===== src/rtl/sb_tx_msg_arbiter.sv =====
// Round-robin arbiter sharing the sideband TX message path between the LTSM
// sequencer and the RDI message source; tracks TX busy and reports done/timeout.
module sb_tx_msg_arbiter #(
  parameter int ACK_TIMEOUT = 16
) (
  input  logic        i_clk,
  input  logic        i_rst,
  input  logic        i_pattern_active,
  input  logic        i_tx_busy,
  input  logic        i_ltsm_req,
  input  logic [3:0]  i_ltsm_state,
  input  logic [3:0]  i_ltsm_sub_state,
  input  logic [3:0]  i_ltsm_msg_no,
  input  logic [2:0]  i_ltsm_msg_info,
  input  logic        i_ltsm_data_valid,
  input  logic [15:0] i_ltsm_data_bus,
  input  logic        i_rdi_req,
  input  logic [1:0]  i_rdi_msg_code,
  input  logic [3:0]  i_rdi_msg_sub_code,
  input  logic [1:0]  i_rdi_msg_info,
  output logic        o_ltsm_gnt,
  output logic        o_rdi_gnt,
  output logic        o_ltsm_done,
  output logic        o_rdi_done,
  output logic        o_timeout,
  output logic        o_msg_valid,
  output logic        o_data_valid,
  output logic        o_rdi_msg,
  output logic [3:0]  o_state,
  output logic [3:0]  o_sub_state,
  output logic [3:0]  o_msg_no,
  output logic [2:0]  o_msg_info,
  output logic [15:0] o_data_bus,
  output logic [1:0]  o_rdi_msg_code,
  output logic [3:0]  o_rdi_msg_sub_code,
  output logic [1:0]  o_rdi_msg_info
);

  localparam int CNT_W = $clog2(ACK_TIMEOUT) + 1;
  localparam logic [CNT_W-1:0] CNT_LAST = CNT_W'(ACK_TIMEOUT - 1);
  localparam logic [CNT_W-1:0] CNT_MAX  = {CNT_W{1'b1}};

  typedef enum logic [1:0] {
    IDLE      = 2'd0,
    LAUNCH    = 2'd1,
    WAIT_BUSY = 2'd2,
    WAIT_DONE = 2'd3
  } state_t;

  state_t           state_reg, state_next;
  logic [CNT_W-1:0] cnt_reg, cnt_next, cnt_inc;
  logic             last_rdi_reg, last_rdi_next;

  logic msg_valid_reg, msg_valid_next;
  logic ltsm_gnt_reg, ltsm_gnt_next;
  logic rdi_gnt_reg, rdi_gnt_next;
  logic ltsm_done_reg, ltsm_done_next;
  logic rdi_done_reg, rdi_done_next;
  logic timeout_reg, timeout_next;
  logic rdi_msg_reg, rdi_msg_next;
  logic data_valid_reg, data_valid_next;

  logic [3:0]  ltsm_state_reg, ltsm_state_next;
  logic [3:0]  ltsm_sub_state_reg, ltsm_sub_state_next;
  logic [3:0]  ltsm_msg_no_reg, ltsm_msg_no_next;
  logic [2:0]  ltsm_msg_info_reg, ltsm_msg_info_next;
  logic [15:0] ltsm_data_bus_reg, ltsm_data_bus_next;
  logic [1:0]  rdi_code_reg, rdi_code_next;
  logic [3:0]  rdi_sub_code_reg, rdi_sub_code_next;
  logic [1:0]  rdi_info_reg, rdi_info_next;

  logic launch_ok;
  logic pick_rdi;

  assign launch_ok = !i_pattern_active && !i_tx_busy && (i_ltsm_req || i_rdi_req);
  // On a tie the requester not granted last wins.
  assign pick_rdi  = i_rdi_req && (!i_ltsm_req || !last_rdi_reg);
  assign cnt_inc   = (cnt_reg == CNT_MAX) ? cnt_reg : cnt_reg + CNT_W'(1);

  always_ff @(posedge i_clk or posedge i_rst) begin
    if (i_rst) begin
      state_reg          <= IDLE;
      cnt_reg            <= '0;
      last_rdi_reg       <= 1'b1;
      msg_valid_reg      <= 1'b0;
      ltsm_gnt_reg       <= 1'b0;
      rdi_gnt_reg        <= 1'b0;
      ltsm_done_reg      <= 1'b0;
      rdi_done_reg       <= 1'b0;
      timeout_reg        <= 1'b0;
      rdi_msg_reg        <= 1'b0;
      data_valid_reg     <= 1'b0;
      ltsm_state_reg     <= '0;
      ltsm_sub_state_reg <= '0;
      ltsm_msg_no_reg    <= '0;
      ltsm_msg_info_reg  <= '0;
      ltsm_data_bus_reg  <= '0;
      rdi_code_reg       <= '0;
      rdi_sub_code_reg   <= '0;
      rdi_info_reg       <= '0;
    end else begin
      state_reg          <= state_next;
      cnt_reg            <= cnt_next;
      last_rdi_reg       <= last_rdi_next;
      msg_valid_reg      <= msg_valid_next;
      ltsm_gnt_reg       <= ltsm_gnt_next;
      rdi_gnt_reg        <= rdi_gnt_next;
      ltsm_done_reg      <= ltsm_done_next;
      rdi_done_reg       <= rdi_done_next;
      timeout_reg        <= timeout_next;
      rdi_msg_reg        <= rdi_msg_next;
      data_valid_reg     <= data_valid_next;
      ltsm_state_reg     <= ltsm_state_next;
      ltsm_sub_state_reg <= ltsm_sub_state_next;
      ltsm_msg_no_reg    <= ltsm_msg_no_next;
      ltsm_msg_info_reg  <= ltsm_msg_info_next;
      ltsm_data_bus_reg  <= ltsm_data_bus_next;
      rdi_code_reg       <= rdi_code_next;
      rdi_sub_code_reg   <= rdi_sub_code_next;
      rdi_info_reg       <= rdi_info_next;
    end
  end

  always_comb begin
    state_next          = state_reg;
    cnt_next            = cnt_reg;
    last_rdi_next       = last_rdi_reg;
    msg_valid_next      = 1'b0;
    ltsm_gnt_next       = 1'b0;
    rdi_gnt_next        = 1'b0;
    ltsm_done_next      = 1'b0;
    rdi_done_next       = 1'b0;
    timeout_next        = 1'b0;
    rdi_msg_next        = rdi_msg_reg;
    data_valid_next     = data_valid_reg;
    ltsm_state_next     = ltsm_state_reg;
    ltsm_sub_state_next = ltsm_sub_state_reg;
    ltsm_msg_no_next    = ltsm_msg_no_reg;
    ltsm_msg_info_next  = ltsm_msg_info_reg;
    ltsm_data_bus_next  = ltsm_data_bus_reg;
    rdi_code_next       = rdi_code_reg;
    rdi_sub_code_next   = rdi_sub_code_reg;
    rdi_info_next       = rdi_info_reg;

    case (state_reg)
      IDLE: begin
        if (launch_ok) begin
          state_next     = LAUNCH;
          msg_valid_next = 1'b1;
          ltsm_gnt_next  = !pick_rdi;
          rdi_gnt_next   = pick_rdi;
          rdi_msg_next   = pick_rdi;
          // The losing side's field outputs are forced to zero.
          data_valid_next     = pick_rdi ? 1'b0  : i_ltsm_data_valid;
          ltsm_state_next     = pick_rdi ? 4'd0  : i_ltsm_state;
          ltsm_sub_state_next = pick_rdi ? 4'd0  : i_ltsm_sub_state;
          ltsm_msg_no_next    = pick_rdi ? 4'd0  : i_ltsm_msg_no;
          ltsm_msg_info_next  = pick_rdi ? 3'd0  : i_ltsm_msg_info;
          ltsm_data_bus_next  = pick_rdi ? 16'd0 : i_ltsm_data_bus;
          rdi_code_next       = pick_rdi ? i_rdi_msg_code     : 2'd0;
          rdi_sub_code_next   = pick_rdi ? i_rdi_msg_sub_code : 4'd0;
          rdi_info_next       = pick_rdi ? i_rdi_msg_info     : 2'd0;
        end
      end
      LAUNCH: begin
        state_next    = WAIT_BUSY;
        cnt_next      = '0;
        last_rdi_next = rdi_msg_reg;
      end
      WAIT_BUSY: begin
        if (i_tx_busy) begin
          state_next = WAIT_DONE;
        end else begin
          cnt_next = cnt_inc;
          if (cnt_inc >= CNT_LAST) begin
            state_next     = IDLE;
            timeout_next   = 1'b1;
            ltsm_done_next = !rdi_msg_reg;
            rdi_done_next  = rdi_msg_reg;
          end
        end
      end
      WAIT_DONE: begin
        if (!i_tx_busy) begin
          state_next     = IDLE;
          ltsm_done_next = !rdi_msg_reg;
          rdi_done_next  = rdi_msg_reg;
        end
      end
      default: state_next = IDLE;
    endcase
  end

  assign o_ltsm_gnt         = ltsm_gnt_reg;
  assign o_rdi_gnt          = rdi_gnt_reg;
  assign o_ltsm_done        = ltsm_done_reg;
  assign o_rdi_done         = rdi_done_reg;
  assign o_timeout          = timeout_reg;
  assign o_msg_valid        = msg_valid_reg;
  assign o_data_valid       = data_valid_reg;
  assign o_rdi_msg          = rdi_msg_reg;
  assign o_state            = ltsm_state_reg;
  assign o_sub_state        = ltsm_sub_state_reg;
  assign o_msg_no           = ltsm_msg_no_reg;
  assign o_msg_info         = ltsm_msg_info_reg;
  assign o_data_bus         = ltsm_data_bus_reg;
  assign o_rdi_msg_code     = rdi_code_reg;
  assign o_rdi_msg_sub_code = rdi_sub_code_reg;
  assign o_rdi_msg_info     = rdi_info_reg;

endmodule

===== config.mk =====
export PLATFORM = sky130hd
export DESIGN_NAME = sb_tx_msg_arbiter
export DESIGN_NICKNAME = d
export VERILOG_FILES = /design/src/rtl/sb_tx_msg_arbiter.sv
export SDC_FILE = /design/constraint.sdc
export NUM_CORES = 1
export LEC_CHECK = 0
export BUFFER_PORTS_ARGS = -buffer_cell sky130_fd_sc_hd__buf_4
export CAP_MARGIN = 20
export CELL_PAD_IN_SITES_DETAIL_PLACEMENT = 1
export CELL_PAD_IN_SITES_GLOBAL_PLACEMENT = 2
export CORE_ASPECT_RATIO = 0.9
export CORE_MARGIN = 5
export CORE_UTILIZATION = 30
export CTS_CLUSTER_SIZE = 40
export DETAILED_ROUTE_END_ITERATION = 16
export GPL_TIMING_DRIVEN = 0
export PLACE_DENSITY_LB_ADDON = 0.1
export SYNTH_ARGS = -nofsm -noshare
export SYNTH_HDL_FRONTEND = slang
export SYNTH_SLANG_ARGS = --single-unit

===== constraint.sdc =====
create_clock -name i_clk -period 2.1 [get_ports i_clk]
set_input_delay 0.21 -clock i_clk [delete_from_list [all_inputs] [get_ports i_clk]]
set_output_delay 0.21 -clock i_clk [all_outputs]
set_load 0.03 [all_outputs]

-- Yosys cells after proc, flatten, opt, wreduce, memory -nomap -nowiden
Cells that the tools add are included.
- $add $sub $neg: 1
- magnitude comparators: 1
- equality and inequality tests: 8
- multiplexer cells: 34
- reduce and logical (&&, ||, !) cells: 16
- operators by type and width (operator ; count):
    $mux 1 ; 16
    $mux 16 ; 1
    $mux 4 ; 4
    $mux 2 ; 6
    $mux 5 ; 2
    $pmux 5 s2 ; 1
    $pmux 2 s4 ; 1
    $logic_not 1->1 ; 6
    $ne 2x2->1 const B ; 3
    $add 5x1->5 const B ; 1
    $eq 5x5->1 const B ; 1
    $ge 5x4->1 const B ; 1
    $eq 2x2->1 const B ; 2
    $pmux 1 s2 ; 2
    $reduce_and 2->1 ; 2
    $logic_and 1x1->1 ; 3
    $mux 3 ; 1
    $ne 3x3->1 const B ; 1
    $reduce_and 3->1 ; 1
    $eq 2x1->1 const B ; 1
    $logic_not 2->1 ; 1
    $logic_or 1x1->1 ; 2
    $reduce_bool 2->1 ; 1
- register bits: 55
- input port bits: 46
- output and inout bits: 47
- word-level logic and storage cells: 79

-- Logic depth before layout (Yosys ltp)
Gate-level depths: netlist (run 1).
- depth after elaboration: 6
- mapped depth: 6

-- Worst setup path before layout (run 1)
OpenSTA, ideal clock, no wires.
- path type: register to register
- start: register cnt_reg[0]
- end: register rdi_done_reg, in the netlist o_rdi_done
- library setup time: 0.145 ns
- data arrival time: 1.503 ns
- setup slack: 0.452 ns
- stages on the path, launching flop included: 5
- buffers on the path: 0
- clock period less this slack: 1.648 ns
- cell sequence: dfrtp_1 > ha_1 > or2_2 > a2111oi_0 > nor3b_1
- word-level cells in the longest chain between the ends: 6
- ends and longest elaborated chain (item ; line ; RTL):
    start, declared ; 51 ; logic [CNT_W-1:0] cnt_reg, cnt_next, cnt_inc;
    start signal, assigned ; 103 ; cnt_reg <= cnt_next;
    $add 5x1->5 / $eq 5x5->1 (equally long branches) ; 78 ; assign cnt_inc = (cnt_reg == CNT_MAX) ? cnt_reg : cnt_reg + CNT_W'(1);
    $mux 5 (*) ; 78 ;
    $ge 5x4->1 (*) ; 175 ; if (cnt_inc >= CNT_LAST) begin
    $mux 1 (*) ; 175 ;
    $mux 1 (*) ; 171 ; if (i_tx_busy) begin
    $pmux 1 s2 (*) ; 145 ; case (state_reg)
    named net rdi_done_next ; 58 ; logic rdi_done_reg, rdi_done_next;
    end signal, assigned ; 109 ; rdi_done_reg <= rdi_done_next;
    end, declared ; 58 ;
The timed path passes the listed nets; every way through them passes the cells marked *.
A chain may end at the register's enable or synchronous reset.

-- Final worst setup path (run 1)
Same ends and word-level chain as after synthesis.

==> summary.md, run 1 <==
| Metric | Value |
|---|---|
| Met2 routed WL | `2990 µm` |
| Total number of vias | `1997` |
| Multiplexer share of the synthesized area | `16.5%` |
| # diodes | `0` |
| H-tree Lvls | `2` |
| Synth cell count leaders | `54 x dfrtp_1, 43 x inv_1, 43 x nand2_1` |
| Most numerous cell in the Yosys netlist | `dfrtp_1` |
| Clock Sinks | `55` |
| Largest register FFs | `16` |
| Share of cells above drive strength 1 | `33.7%` |
| Area contributors post-synth | `dfrtp_1 53%, mux2i_1 16%, inv_1 6.3%, nand2_1 6.3%, buf_12 3.1%` |
| Router iterations before antenna repair | `2` |
| Top cell type's share of synthesized area | `52.7%` |
| Worst-path clk slew | `0.11 ns` |
| Post-Syn Nets | `286` |
| Post-Synth Adder-Cell Area | `0.488%` |
| CP Launch Type | `register` |
| Util after Layout | `41.8%` |
| Core ar. | `0.00845 mm²` |
| Syn_area_per_cell | `10.7 µm²` |
| Synth-to-Final Area Change | `37.6%` |
| P per Cell Area | `1390 mW/mm²` |
| M1 WL | `3060 µm` |
| Worst-path maximum fanout | `6` |
| Total CTS buffers | `5` |
| Post-synthesis cell count | `239` |
| Hold path startpoint | `i_ltsm_sub_state[1]` |
| CP Class | `reg2reg` |
| Pin count of the biggest net entering global routing | `35` |
| Max Slew Vio Count | `0` |
| Compound-gate portion of the synthesized area | `6.97%` |
| Final Skew | `0.00939 ns` |
| Worst Reg2Reg Path Length in Cells | `4` |
| Tightest Pin Transition | `0.937 ns` |
| Max Fclk | `0.538 GHz` |
| Min-Delay Path Class | `in2reg` |
| Register area share after synthesis | `53.7%` |
| Hold-critical path depth | `3` |
| Root Driver | `clkbuf_8` |
| Die X | `107 µm` |
| Final Cycle Share | `88.5%` |
| Max Cap Viol | `0` |
| Area leader, netlist | `dfrtp_1` |
| First-pass GRT wire length | `11200 µm` |
| Setup_tns | `0 ns` |
| Crit path time final | `1.86 ns` |
| Unrepaired setup endpoints after global routing | `false` |
| DR top layer | `met4` |
| Vias per Instance | `4.34` |
| Post-synth top flop | `dfrtp_1` |
| Hpwl dp | `4930 µm` |
| Mapped cell area | `0.00257 mm²` |
| Critical R2R Launch | `cnt_reg[0]$_DFFE_PP0P_` |
| Ys async rst share | `100%` |
| Xor and xnor fraction of the mapped netlist area | `0%` |
| Fin. Hold Viols | `0` |
| Port bufs | `92` |
| WL/cell | `14.5 µm` |
| # IOs | `93` |
| Initial antenna violation count | `0` |
| Starting DRT DRC Count | `38` |
| CP arrival | `2.03 ns` |
| YS warnings | `0` |
| Number of synthesized flops with an enable pin | `0` |
| Total die area | `0.0105 mm²` |
| Overall Power | `4.90 mW` |
| CTS max path bufs | `2` |
| Detail Route Antenna Nets | `0` |
| Vias in the first global route | `2181` |
| Layout fillers | `982` |
| LEAKAGE | `1.72 nW` |
| Main combinational cell family by area after synthesis | `multiplexers` |
| Final setup vio count | `0` |
| Final WL | `6650 µm` |
| CP Capture Type | `register` |
| Met3 WL | `532 µm` |
| Initial Util | `30.4%` |
| Simple-gate share of the synthesized area | `11.0%` |
| Slew Limit Headroom | `37.4%` |
| GRT Util Overall | `13.2%` |
| Clk_lat worst skew | `0.31 ns` |
| Hold slack | `0.137 ns` |
| Worst EP required | `2.27 ns` |
| Status | `finished clean` |
| Reg2reg setup slack | `0.24 ns` |
| FF+latch count, synth | `55` |
| Site Rows | `32` |
| CTS tree | `yes` |
| RR Endpoint | `o_rdi_done$_DFF_PP0_` |
| Maximum vdd drop | `0.539 mV` |
| Height of the chip | `97.7 µm` |
| Final nets | `387` |
| Overflow after GRT | `0` |
| Yosys cell types | `34` |
| GPL Wtd Cong | `0.716` |
| Worst Hold End | `o_sub_state[1]$_DFFE_PP0P_` |
| DRC | `0` |
-- cell type report --
| cell class | count | area [µm²] | share of cell area, % |
|---|---|---|---|
| clock buffers | 7 | 86.3 | 2.44 |
| multi-input cells | 128 | 897 | 25.4 |
| well taps | 119 | 149 | 4.22 |
| flip-flops and latches | 55 | 1380 | 39.0 |
| plain buffers | 13 | 131 | 3.72 |
| inverters | 43 | 161 | 4.57 |
| repair buffers | 94 | 721 | 20.4 |
| clock inverters | 1 | 8.76 | 0.248 |
-- per-layer routing --
metal	vias to the layer above	global-route usage, %
li1	962	-
met1	971	17.6
met2	58	20.7
met3	6	4.76
met4	0	3.20
met5	-	0
-- logic make-up after synthesis --
family                     count (synthesis)
adders and majority gates                  1
buffers and inverters                     56
and+or+nand+nor                           61
DFF                                       55
AOI/OAI and AO/OA                         24
muxes                                     42
-- layout by cell type, fill, tap and decap left out, types with 2 or more instances in the layout --
cell,synthesis,layout
buf_12,4,5
clkbuf_1,5,6
dfrtp_1,54,54
nor3_1,3,3
inv_1,43,42
clkbuf_8,0,6
mux2i_1,40,40
and2_1,3,3
mux2_2,2,2
a211oi_1,3,3
nand2_1,43,43
a21o_1,2,2
buf_4,0,92
nor3b_1,3,3
a21oi_1,5,5
buf_6,2,2
a22o_1,4,4
buf_2,2,2
nor2b_1,3,3
-- repair_timing --
item                                   CTS  global route
gates resized for setup                  0             1
hold buffers                             1             0
setup endpoints to repair                0             1
buffers inserted                         0             0
endpoints found under the hold margin   21             0
-- power by group --
part	switching (mW)	internal [mW]	total [mW]
combinational	1.50	0.958	2.46
sequential	0.289	1.52	1.81
clock	0.361	0.272	0.632
-- metrics by stage --
stage / setup slack (ns) / area, µm² / instances
3_3_place_gp: -0.382 / 3410 / 450
3_5_place_dp: 0.187 / 3430 / 451
6_report: 0.242 / 3530 / 460
5_1_grt: 0.140 / 3530 / 460
4_1_cts: 0.140 / 3530 / 460
2_1_floorplan: 0.452 / 2570 / 239
-- how the worst max path moves through the flow --
stage,start,to
3_3_place_gp,i_rst,o_state[2]$_DFFE_PP0P_
5_1_grt,cnt_reg[0]$_DFFE_PP0P_,o_rdi_done$_DFF_PP0_
3_5_place_dp,cnt_reg[0]$_DFFE_PP0P_,o_rdi_done$_DFF_PP0_
4_1_cts,cnt_reg[0]$_DFFE_PP0P_,o_rdi_done$_DFF_PP0_
2_1_floorplan,cnt_reg[0]$_DFFE_PP0P_,o_rdi_done$_DFF_PP0_
6_report,cnt_reg[0]$_DFFE_PP0P_,o_rdi_done$_DFF_PP0_
-- worst max-delay path: stages, from the launching register on --
cell,delay (ns)
dfrtp_1,0.45
ha_1,0.30
or2_2,0.32
a2111oi_1,0.53
nor3b_1,0.12
No activity file was read; power rests on OpenSTA's default activity.
==> inputs of run 2 (changes only) <==
--- a/config.mk
+++ b/config.mk
@@ -12,6 +12,7 @@
 export CORE_ASPECT_RATIO = 0.9
 export CORE_MARGIN = 5
 export CORE_UTILIZATION = 30
+export CTS_BUF_LIST = sky130_fd_sc_hd__clkbuf_16
 export CTS_CLUSTER_SIZE = 40
 export DETAILED_ROUTE_END_ITERATION = 16
 export GPL_TIMING_DRIVEN = 0
==> run 2 against run 1 <==
Final area rose by 1.3%. Combinational power about the same. Cell count unchanged. Critical path depth did not move. Count of clock-buffer cells in the layout is 2 lower. Via count rose by 0.25%. Sequential share of layout area shrank 0.49 points. Critical path type unchanged. Largest cell class unchanged.
==> summary.md, run 2 (synthesis results as in run 1) <==
| Metric | Value |
|---|---|
| Util after Layout | `42.3%` |
| DRC | `0` |
| Router iterations before antenna repair | `4` |
| Status | `finished clean` |
| Overflow after GRT | `0` |
| Commonest non-fill, non-tap cell in the layout | `buf_4` |
| # diodes | `0` |
| Initial antenna violation count | `0` |
| Starting DRT DRC Count | `34` |
| Worst-path maximum fanout | `6` |
| Unrepaired setup endpoints after global routing | `false` |
| Die X | `107 µm` |
| Worst path slowest cell | `a2111oi_0` |
| Core ar. | `0.00845 mm²` |
| First-pass GRT wire length | `11200 µm` |
| Worst EP required | `2.25 ns` |
| # resized after CTS | `0` |
| Root Driver | `clkbuf_16` |
| Pin count of the biggest net entering global routing | `35` |
| LEAKAGE | `1.75 nW` |
| Critical-path cell list | `ha_1 -> or2_2 -> a2111oi_0 -> nor3b_1` |
| Slew Limit Headroom | `35.8%` |
| Reg2reg setup slack | `0.16 ns` |
| Port bufs | `92` |
| GPL Wtd Cong | `0.716` |
| CTS max path bufs | `2` |
| P per Cell Area | `1420 mW/mm²` |
| Vias in the first global route | `2192` |
| Share of cells above drive strength 1 | `33.4%` |
| CTS tree | `yes` |
| Hpwl dp | `4930 µm` |
| Most frequent cells in the layout | `92 x buf_4, 54 x dfrtp_1, 43 x inv_1, 43 x nand2_1, 40 x mux2i_1` |
| CP Capture Type | `register` |
| Max Cap Viol | `0` |
| GRT Util Overall | `13.2%` |
| Detail Route Antenna Nets | `0` |
| Final Cycle Share | `92.4%` |
| Overall Power | `5.09 mW` |
| Site Rows | `32` |
| Vias per Instance | `4.35` |
| Fin. Hold Viols | `0` |
| Maximum vdd drop | `0.585 mV` |
| Crit path time final | `1.94 ns` |
| Height of the chip | `97.7 µm` |
| CP Launch Type | `register` |
| Final nets | `387` |
| Max Fclk | `0.516 GHz` |
| WL/cell | `14.5 µm` |
| H-tree Lvls | `2` |
| Initial Util | `30.4%` |
| Largest register FFs | `16` |
| CP max stage delay | `0.61 ns` |
| CP arrival | `2.09 ns` |
| Worst-path clk slew | `0.07 ns` |
| Min-Delay Path Class | `in2reg` |
| Total die area | `0.0105 mm²` |
| Max Slew Vio Count | `0` |
| CP Class | `reg2reg` |
| Clk_lat worst skew | `0.29 ns` |
| Total CTS buffers | `5` |
| Clock Sinks | `55` |
| Total number of vias | `2002` |
| Tightest Pin Transition | `0.962 ns` |
| Final Skew | `0.00313 ns` |
| Synth-to-Final Area Change | `39.4%` |
| Final WL | `6660 µm` |
| Hold slack | `0.165 ns` |
| Final setup vio count | `0` |
| # IOs | `93` |
run 2: final cells by class:
cell class / instances / area (µm²)
well taps: 119 / 149
multi-input cells: 128 / 896
flip-flops and latches: 55 / 1380
clock buffers: 5 / 125
clock inverters: 3 / 16.3
inverters: 43 / 161
fillers: 975 / 4870
repair buffers: 94 / 721
plain buffers: 13 / 131
run 2: where the power goes:
group	internal, mW	leakage [nW]	switching [mW]	total (mW)
Combinational	0.956	1.02	1.50	2.46
Sequential	1.53	0.657	0.288	1.81
Clock	0.437	0.0726	0.386	0.823
run 2: path summary, 6_finish.rpt:
check	start	to	cells after the start
worst max-delay path	cnt_reg[0]$_DFFE_PP0P_	o_rdi_done$_DFF_PP0_	4
worst min-delay path	i_ltsm_sub_state[0]	o_sub_state[0]$_DFFE_PP0P_	3
worst max register to register	cnt_reg[0]$_DFFE_PP0P_	o_rdi_done$_DFF_PP0_	4
worst min register to register	o_sub_state[0]$_DFFE_PP0P_	o_sub_state[0]$_DFFE_PP0P_	2
max in group asynchronous	i_rst	last_rdi_reg$_DFFE_PP1P_	4
min in group asynchronous	i_rst	o_data_bus[1]$_DFFE_PP0P_	3
run 2: per-stage QoR:
| stage | worst slack [ns] | std cells | cell area (µm²) | TNS [ns] |
|---|---|---|---|---|
| 6_report | 0.160 | 460 | 3580 | 0 |
| 5_1_grt | 0.0102 | 460 | 3580 | 0 |
| 4_1_cts | 0.149 | 460 | 3580 | 0 |
| 3_5_place_dp | 0.187 | 451 | 3430 | 0 |
| 3_3_place_gp | -0.382 | 450 | 3410 | -20.42 |
| 2_1_floorplan | 0.452 | 239 | 2570 | 0 |
run 2: routing by layer:
layer	GRT usage (%)	share of wire [%]	vias to the layer above
met1	17.5	45	977
met5	0	0	-
met2	20.7	46	58
li1	-	-	963
met3	4.36	8.0	4
met4	3.50	0.78	0
run 2: repair_timing:
| item | CTS | global route |
|---|---|---|
| hold buffers | 1 | 0 |
| buffers inserted | 0 | 0 |
| hold endpoints to repair | 21 | 0 |
run 2: worst max-delay path: cells and delay by family, from the launching register on:
family,cells,cell delay [ns]
AOI/OAI and AO/OA,1,0.61
adders and majority gates,1,0.30
DFF,1,0.44
and+or+nand+nor,2,0.44
